==> config.mk <==
export PLATFORM = sky130hd
export DESIGN_NAME = power_scheduler
export DESIGN_NICKNAME = d
export VERILOG_FILES = /design/src/rtl/power_scheduler.sv
export SDC_FILE = /design/constraint.sdc
export NUM_CORES = 1
export LEC_CHECK = 0
export ABC_AREA = 0
export CAP_MARGIN = 25
export CORE_MARGIN = 2
export CORE_UTILIZATION = 46
export DETAILED_ROUTE_END_ITERATION = 6
export PLACE_DENSITY = 0.86
export SKIP_LAST_GASP = 1
export SLEW_MARGIN = 20
export SYNTH_ARGS = -nofsm -noshare
export SYNTH_HDL_FRONTEND = slang
export SYNTH_SLANG_ARGS = --single-unit
==> constraint.sdc <==
create_clock -name clk -period 1.95 [get_ports clk]
set_input_delay 0.2925 -clock clk [delete_from_list [all_inputs] [get_ports clk]]
set_output_delay 0.2925 -clock clk [all_outputs]
set_load 0.03 [all_outputs]
==> src/rtl/power_scheduler.sv <==
// power_scheduler
//   Shares the ship power reserve between three life-support consumers:
//   shield regen (0), thermal control (1) and O2 generation (2).
//   Consumers use a req/gnt/done handshake. Arbitration combines a
//   mode-based preferred consumer with round-robin fairness. Each grant
//   lasts for a bounded slot. When the reserve is low, only O2 is served.
//
// Ports
//   clk       in   1   clock, rising edge
//   rst       in   1   asynchronous reset, active low
//   pwr_lvl   in   N   current power reserve
//   chrg      in   1   charging active (also clears pwr_draw)
//   mode      in   4   ship mode: 4'b0100 defence, 4'b1000 stealth
//   fatal     in   1   life-support fatal flag
//   req       in   3   per-consumer request level, held until granted
//   done      in   3   per-consumer completion pulse
//   gnt       out  3   one-hot grant, registered
//   busy      out  1   state != IDLE
//   low_pwr   out  1   registered (pwr_lvl <= RESERVE)
//   pwr_draw  out  N   accumulated draw units, saturating
//   state     out  2   IDLE=0, GRANT=1, RECOVER=2, LOCKOUT=3
//
// state   | meaning
// --------+--------------------------------------------------------------
// IDLE    | no grant; picks a winner among eligible requesters
// GRANT   | one consumer holds gnt for up to SLOT cycles
// RECOVER | single dead cycle between consecutive grants
// LOCKOUT | fatal seen; only O2 may draw until fatal is clear for 2 cycles
module power_scheduler #(
    parameter int N       = 8,
    parameter int SLOT    = 4,
    parameter int RESERVE = 16,
    parameter int COST    = 1
) (
    input  logic         clk,
    input  logic         rst,
    input  logic [N-1:0] pwr_lvl,
    input  logic         chrg,
    input  logic [3:0]   mode,
    input  logic         fatal,
    input  logic [2:0]   req,
    input  logic [2:0]   done,
    output logic [2:0]   gnt,
    output logic         busy,
    output logic         low_pwr,
    output logic [N-1:0] pwr_draw,
    output logic [1:0]   state
);

    localparam int SW = (SLOT > 1) ? $clog2(SLOT) : 1;
    localparam logic [SW-1:0] SLOT_LAST = SW'(SLOT - 1);
    localparam logic [N-1:0]  RES_V     = N'(RESERVE);
    localparam logic [N-1:0]  COST_V    = N'(COST);
    localparam logic [N-1:0]  DRAW_MAX  = '1;

    typedef enum logic [1:0] {
        S_IDLE    = 2'd0,
        S_GRANT   = 2'd1,
        S_RECOVER = 2'd2,
        S_LOCKOUT = 2'd3
    } state_t;

    state_t         state_q, state_nxt;
    logic [1:0]     rr_ptr, rr_nxt;
    logic [SW-1:0]  slot_cnt, slot_nxt;
    logic           lock_cnt, lock_nxt;
    logic [2:0]     gnt_nxt;

    logic [2:0]     elig;
    logic [2:0]     cand;
    logic           pref_vld;
    logic [1:0]     pref_idx;
    logic           win_vld;
    logic [1:0]     win_idx;
    logic [1:0]     rr_idx;
    logic [1:0]     cur_idx;
    logic           release_g;
    logic [N:0]     draw_sum;

    function automatic logic [1:0] next3(input logic [1:0] i);
        return (i == 2'd2) ? 2'd0 : i + 2'd1;
    endfunction

    function automatic logic [2:0] onehot(input logic [1:0] i);
        return 3'b001 << i;
    endfunction

    // O2 stays eligible at zero reserve while charging, so life support
    // never starves during recharge.
    always_comb begin
        elig[0] = (pwr_lvl > RES_V);
        elig[1] = (pwr_lvl > RES_V);
        elig[2] = (pwr_lvl != '0) || chrg;
    end

    assign cand = req & elig;

    always_comb begin
        pref_vld = 1'b0;
        pref_idx = 2'd0;
        if (mode == 4'b0100) begin
            pref_vld = 1'b1;
            pref_idx = 2'd0;
        end else if (mode == 4'b1000) begin
            pref_vld = 1'b1;
            pref_idx = 2'd1;
        end
    end

    always_comb begin
        win_vld = 1'b0;
        win_idx = 2'd0;
        rr_idx  = rr_ptr;
        if (pref_vld && cand[pref_idx]) begin
            win_vld = 1'b1;
            win_idx = pref_idx;
        end else begin
            for (int k = 0; k < 3; k++) begin
                if (!win_vld && cand[rr_idx]) begin
                    win_vld = 1'b1;
                    win_idx = rr_idx;
                end
                rr_idx = next3(rr_idx);
            end
        end
    end

    always_comb begin
        cur_idx = 2'd0;
        if (gnt[1])
            cur_idx = 2'd1;
        else if (gnt[2])
            cur_idx = 2'd2;
    end

    assign release_g = done[cur_idx] || !req[cur_idx] || !elig[cur_idx] ||
                       (slot_cnt == SLOT_LAST);

    // State register
    always_ff @(posedge clk or negedge rst) begin
        if (!rst)
            state_q <= S_IDLE;
        else
            state_q <= state_nxt;
    end

    // Next-state logic
    always_comb begin
        state_nxt = state_q;
        case (state_q)
            S_IDLE: begin
                if (fatal)
                    state_nxt = S_LOCKOUT;
                else if (win_vld)
                    state_nxt = S_GRANT;
            end
            S_GRANT: begin
                if (fatal)
                    state_nxt = S_LOCKOUT;
                else if (release_g)
                    state_nxt = S_RECOVER;
            end
            S_RECOVER: state_nxt = S_IDLE;
            S_LOCKOUT: begin
                if (!fatal && lock_cnt)
                    state_nxt = S_IDLE;
            end
        endcase
    end

    // Output logic: next values of the registered grant and its bookkeeping
    always_comb begin
        gnt_nxt  = gnt;
        rr_nxt   = rr_ptr;
        slot_nxt = slot_cnt;
        lock_nxt = 1'b0;
        case (state_q)
            S_IDLE: begin
                gnt_nxt = 3'b000;
                if (!fatal && win_vld) begin
                    gnt_nxt  = onehot(win_idx);
                    slot_nxt = '0;
                end
            end
            S_GRANT: begin
                slot_nxt = slot_cnt + 1'b1;
                if (fatal) begin
                    // Fatal is not a release: the fairness pointer stays put.
                    gnt_nxt = 3'b000;
                end else if (release_g) begin
                    gnt_nxt = 3'b000;
                    rr_nxt  = next3(cur_idx);
                end
            end
            S_RECOVER: gnt_nxt = 3'b000;
            S_LOCKOUT: begin
                // lock_cnt remembers one fatal-free cycle; a second one exits.
                lock_nxt = !fatal;
                if (!fatal && lock_cnt)
                    gnt_nxt = 3'b000;
                else
                    gnt_nxt = (req[2] && elig[2]) ? 3'b100 : 3'b000;
            end
        endcase
    end

    always_ff @(posedge clk or negedge rst) begin
        if (!rst) begin
            gnt      <= 3'b000;
            rr_ptr   <= 2'd0;
            slot_cnt <= '0;
            lock_cnt <= 1'b0;
        end else begin
            gnt      <= gnt_nxt;
            rr_ptr   <= rr_nxt;
            slot_cnt <= slot_nxt;
            lock_cnt <= lock_nxt;
        end
    end

    // Draw is charged for every cycle a grant is held, in GRANT or LOCKOUT.
    assign draw_sum = {1'b0, pwr_draw} + {1'b0, COST_V};

    always_ff @(posedge clk or negedge rst) begin
        if (!rst) begin
            pwr_draw <= '0;
            low_pwr  <= 1'b0;
        end else begin
            low_pwr <= (pwr_lvl <= RES_V);
            if (chrg)
                pwr_draw <= '0;
            else if (gnt != 3'b000)
                pwr_draw <= draw_sum[N] ? DRAW_MAX : draw_sum[N-1:0];
        end
    end

    assign busy  = (state_q != S_IDLE);
    assign state = state_q;

endmodule
# Word level (Yosys, flattened, before mapping)
# Index checks and enable logic that the tools add are counted.
dict set report word_totals {
  mem_bits_ro 0
  ff_bits 19
  mem_count 0
  elab_cells 110
  out_inout_bits 15
  latch_bits 0
  in_bits 22
  ram_bits 0
}
dict set report op_classes {
  n_eq_ne 13
  n_mux 51
  n_bitwise 2
  magnitude_cmp 7
  addsub 5
  n_shift 1
  mul 0
  n_div 0
  n_reduce_logical 24
}
# cell count
set op_table {}
lappend op_table {{2-to-1 mux 2 bit} 15}
lappend op_table {{2-to-1 mux 8 bit} 3}
lappend op_table {{2-to-1 mux 1 bit} 18}
lappend op_table {{less-than comparator 2 x 3 -> 1 bit (second input constant)} 5}
lappend op_table {{2-to-1 mux 3 bit} 5}
lappend op_table {{binary-select mux 1 bit (select 2 bit)} 7}
lappend op_table {{== test 2 bit (second input constant)} 6}
lappend op_table {{one-hot mux 3 bit (4 select lines)} 1}
lappend op_table {{adder 8 x 1 -> 9 bit (second input constant)} 1}
lappend op_table {{adder 2 x 1 -> 2 bit (second input constant)} 4}
lappend op_table {{> comparator 8 x 5 -> 1 bit (second input constant)} 1}
lappend op_table {{less-or-equal comparator 8 x 5 -> 1 bit (second input constant)} 1}
lappend op_table {{one-hot mux 2 bit (4 select lines)} 1}
lappend op_table {{nonzero test 8 bit} 1}
lappend op_table {{logical AND 1 bit} 6}
lappend op_table {{inequality test 3 bit (second input constant)} 2}
lappend op_table {{AND reduction 3 bit} 2}
lappend op_table {{nonzero test 2 bit} 3}
lappend op_table {{logical NOT 1 bit} 5}
lappend op_table {{== test 4 x 3 -> 1 bit (second input constant)} 1}
lappend op_table {{== test 4 bit (second input constant)} 1}
lappend op_table {{logical OR 1 bit} 4}
lappend op_table {{inequality test 2 bit (second input constant)} 2}
lappend op_table {{one-hot mux 2 bit (2 select lines)} 1}
lappend op_table {{other kinds (7)} 7}

# Logic depth before layout (Yosys ltp)
dict set report logic_depth {
  word_depth 18
  mapped_depth 6
  mapped_depth_nobuf 6
}

# Worst setup path before layout
# OpenSTA, ideal clock, no wires.
dict set report synth_path {
  path_kind {reg2reg}
  start {reg gnt[2]}
  end {reg rr_ptr[0]}
  n_path_buf 0
  t_arrival_ns 1.666
  setup_slack_ns 0.156
  t_required_ns 1.822
  setup_ns 0.128
  stages_incl_launch_ff 6
  path_cell_list {dfrtp_1 > or3b_1 > a21oi_1 > o221ai_2 > nand3_1 > mux2_1}
}
dict set report synth_between {
  elab_chain_len 9
  elab_cells_between_ends 16
}
# item line
set synth_lines {}
lappend synth_lines {{from (decl)} 43} ;# output logic [2:0] gnt,
lappend synth_lines {{from (signal assigned)} 214} ;# gnt <= gnt_nxt;
lappend synth_lines {{2-to-1 mux 2 bit (*)} 132} ;# else if (gnt[2])
lappend synth_lines {{2-to-1 mux 2 bit (*)} 130} ;# if (gnt[1])
lappend synth_lines {{binary-select mux 1 bit (select 2 bit)} 136} ;# assign release_g = done[cur_idx] || !req[cur_idx] || !elig[cur_idx] ||
lappend synth_lines {{2-to-1 mux 1 bit (implied by the code)} 136}
lappend synth_lines {{logical NOT 1 bit} 136}
lappend synth_lines {{logical OR 1 bit (3 in a row)} 136}
lappend synth_lines {{AND reduction 3 bit (no source line)} -}
lappend synth_lines {{to (signal assigned)} 215} ;# rr_ptr <= rr_nxt;
lappend synth_lines {{to (decl)} 64} ;# logic [1:0] rr_ptr, rr_nxt;
# Mark *: on every way between the ends. The rest lies on a longest branch, timed or not. The select of a mux whose other input is x is not followed.
# A chain may end at the register's enable or synchronous reset.

# Final worst setup path
dict set report layout_path {
  start {in pwr_lvl[1]}
  end {reg gnt[2]}
}
dict set report layout_between {
  elab_chain_len 18
  elab_cells_between_ends 40
}
# item line
set layout_lines {}
lappend layout_lines {{from (decl)} 37} ;# input logic [N-1:0] pwr_lvl,
lappend layout_lines {{branches (longest 18 deep; another with > comparator 8 x 5 -> 1 bit)} -}
# Parallel ways; which one is timed is not known. The select of a mux whose other input is x is not followed.

==> flow_metrics.env <==
export IMPL_ys_seq_elements=19
export IMPL_pin_count=37
export IMPL_cts_tree="done"
export IMPL_synth_cells_most_frequent="dfrtp_1, a21oi_1, nor2_1"
export IMPL_grt_start_max_net_pins=20
export IMPL_final_hold_worst_slack_ps=316
export IMPL_internal_portion_of_total_power_w=0.000926
export IMPL_postCtsHoldBufs=0
export IMPL_fp_coreArea_um2=2480
export IMPL_postSynthCellCount=125
export IMPL_grtUsageTotal_pct=23.9
export IMPL_detail_route_first_pass_iterations=4
export IMPL_post_drt_via_cell_ratio=5.85
export IMPL_setup_worst_path_start_class="input port"
export IMPL_io_buffer_count=36
export IMPL_die_area_um2=3020
export IMPL_synth_ff_type="dfrtp_1"
export IMPL_clock_power_share_pct=12.2
export IMPL_maxCapViolations=0
export IMPL_min_period_over_period_pct=96.4
export IMPL_grt_antenna_before_repair=0
export IMPL_p_sw_share_pct=40.8
export IMPL_yosys_cell_types_count=49
export IMPL_clock_skews_ps=8.82
export IMPL_run_status="finished clean"
export IMPL_via_count=1211
export IMPL_route_final_wire_length_um=3090
export IMPL_slew_headroom_pct=78.1
export IMPL_required_time_at_the_worst_slack_endpoint_ps=2130
export IMPL_finalHoldViolations=0
export IMPL_fillers=193
export IMPL_fp_dieH_um=54.9
export IMPL_synthesized_net_count=149
export IMPL_p_seq_share_pct=39.3
export IMPL_die_w_um=54.9
export IMPL_top_cell_type_s_share_of_synthesized_area_pct=39.9
export IMPL_report_final_setup_viol=0
export IMPL_biggest_area_consumer_among_synthesized_cells="dfrtp_1"
export IMPL_synth_area_per_cell_um2=9.54
export IMPL_syn_cell_area_um2=1190
export IMPL_worst_pin_slew_ps=324
export IMPL_layout_nets=202
export IMPL_max_clock_freq_mhz=532
export IMPL_synth_seq_area_share_pct=39.9
export IMPL_clk_pin_slew_ps=100
export IMPL_antenna_cells=0
export IMPL_wire_length_of_the_first_global_routing_pass_um=5180
export IMPL_per_cell_routed_wire_length_um=14.9
export IMPL_post_synth_top_count_cell="dfrtp_1"
export IMPL_finalWorstPathRequiredPeriod_ps=1880
export IMPL_first_global_vias=1127
export IMPL_globalplace_congestion=0.928
export IMPL_synth_top_cells_by_area="dfrtp_1, a21oi_1, nor2_1"
export IMPL_p_total_w=0.00157
export IMPL_cp_end_kind="flip-flop"
export IMPL_count_of_antenna_violating_nets_left_after_detailed_routing=0
export IMPL_count_of_unresolved_drc_violations_after_routing=0
export IMPL_setup_worst_path_class="in -> reg"
export IMPL_detailedRoute_firstIterationViolations=41
export IMPL_vdd_ir_drop_max_v=0.000890
export IMPL_num_rows=18
export IMPL_fraction_of_layout_instances_using_a_drive_strength_above_1_pct=15.8
export IMPL_power_share_combinational_pct=48.5
export IMPL_initial_core_util_pct=48.1
export IMPL_power_net_switching_w=0.000639
export IMPL_slew_viol_final=0
export IMPL_synthesis_yosys_warnings=0
export IMPL_layout_area_overhead_vs_synth_pct=44.3
export IMPL_power_per_cell_area_nw_per_um2=910
export IMPL_ctsLongestPathBuffers=2
export IMPL_clk_insertion_delay_late_ps=290
export IMPL_dp_hpwl_um=2400
export IMPL_finish_utilization_pct=69.4
export IMPL_cts_buffers=3
export IMPL_rsz0062_at_grt="true"
export IMPL_h_tree_depth=1
export IMPL_p_leak_nw=0.774
export IMPL_synth_async_sr_flop_share_pct=100
export IMPL_hp_class="in -> async"
export IMPL_clk_root_buffer_cell="clkbuf_4"
export IMPL_clock_sinks=19
export IMPL_gr_overflow_total=0
export IMPL_critical_path_peak_fanout=4
export IMPL_synth_enable_flop_cells=0
export IMPL_worstPathArrival_ps=2060
## state kept, by name, indices dropped and copies added (netlist names)
name / count
slot_cnt: 2
pwr_draw: 8
rr_ptr: 2
lock_cnt: 1
state: 2
gnt: 3
low_pwr: 1
## worst paths after layout
| kind | slack (ps) | end | cells after the start | start |
|---|---|---|---|---|
| worst min-delay path | 320 | pwr_draw[0] | 2 | rst |
| min in group clk | 520 | slot_cnt[1] | 1 | slot_cnt[1] |
| worst max-delay path | 70 | gnt[2] | 6 | pwr_lvl[1] |
| worst min register to register | 520 | slot_cnt[1] | 1 | slot_cnt[1] |
| worst max register to register | 200 | rr_ptr[0] | 5 | gnt[2] |
| max in group asynchronous | 1400 | state[0] | 2 | rst |
## critical path, cell delays in order
cell and delay (ps):
clkdlybuf4s50_1 470, or4_4 570, o41ai_4 280, nand3b_1 150
a21oi_1 40, a211o_1 250
## cell families (layout without fill, tap and decap cells)
| group | Yosys count | count (layout) | synth area share [%] |
|---|---|---|---|
| flip-flops | 19 | 19 | 39.9 |
| AND/OR/NAND/NOR | 52 | 52 | 24.8 |
| buffers and inverters | 7 | 59 | 2.52 |
| AO/OA/AOI/OAI | 43 | 43 | 28.9 |
| multiplexers | 2 | 2 | 1.89 |
| adder cells (fa/ha/maj) | 2 | 2 | 2.10 |
## stage by stage
stage,std cells,TNS [ps],setup slack [ps],instance area [um^2]
final,207,0,71.0,1720
after global placement,202,-1030,-201,1680
after detailed placement,202,-1380,-214,1680
after floorplan,125,0,156,1190
after global routing,207,-8.21,-8.21,1720
after CTS,206,0,17.5,1700
## power groups by stage
| stage | Clock, W | Combinational (W) | Sequential (W) |
|---|---|---|---|
| 3_5_place_dp | 0 | 0.000752 | 0.000613 |
| 3_3_place_gp | 0 | 0.000736 | 0.000607 |
| 6_report | 0.000191 | 0.000760 | 0.000615 |
| 2_1_floorplan | 0 | 0.000368 | 0.000693 |
| 5_1_grt | 0.000211 | 0.000843 | 0.000630 |
| 4_1_cts | 0.000199 | 0.000761 | 0.000612 |
## metal layers
metal | up-vias | global-route usage, % | routed length (um)
li1 | 583 | - | -
met1 | 590 | 31.1 | 1360
met2 | 34 | 40.9 | 1530
met3 | 4 | 5.38 | 179
met4 | 0 | 4.47 | 17
met5 | - | 0 | 0
## layout make-up
cell class                 instances  area [um^2]  share of cell area [%]
clock buffer                       4         26.3                    1.53
sequential                        19          477                    27.7
timing repair buffer              50          468                    27.2
tap                               30         37.5                    2.18
inverter                           5         18.8                    1.09
multi-input combinational         99          693                    40.3
## cells in the final DEF, fill, tap and decap left out, types with 5 or more instances in the layout
cell / count
a21oi_1: 12
buf_4: 14
nor2_1: 12
inv_1: 5
clkdlybuf4s50_1: 35
nand2_1: 8
dfrtp_1: 18
## what timing repair did
| item | 4_1_cts | 5_1_grt |
|---|---|---|
| endpoints found under the setup margin | 1 | 3 |
| pin swaps | 0 | 1 |
| setup buffers | 0 | 1 |
| gates resized for setup | 1 | 2 |
(Power assumes the default switching activity.)
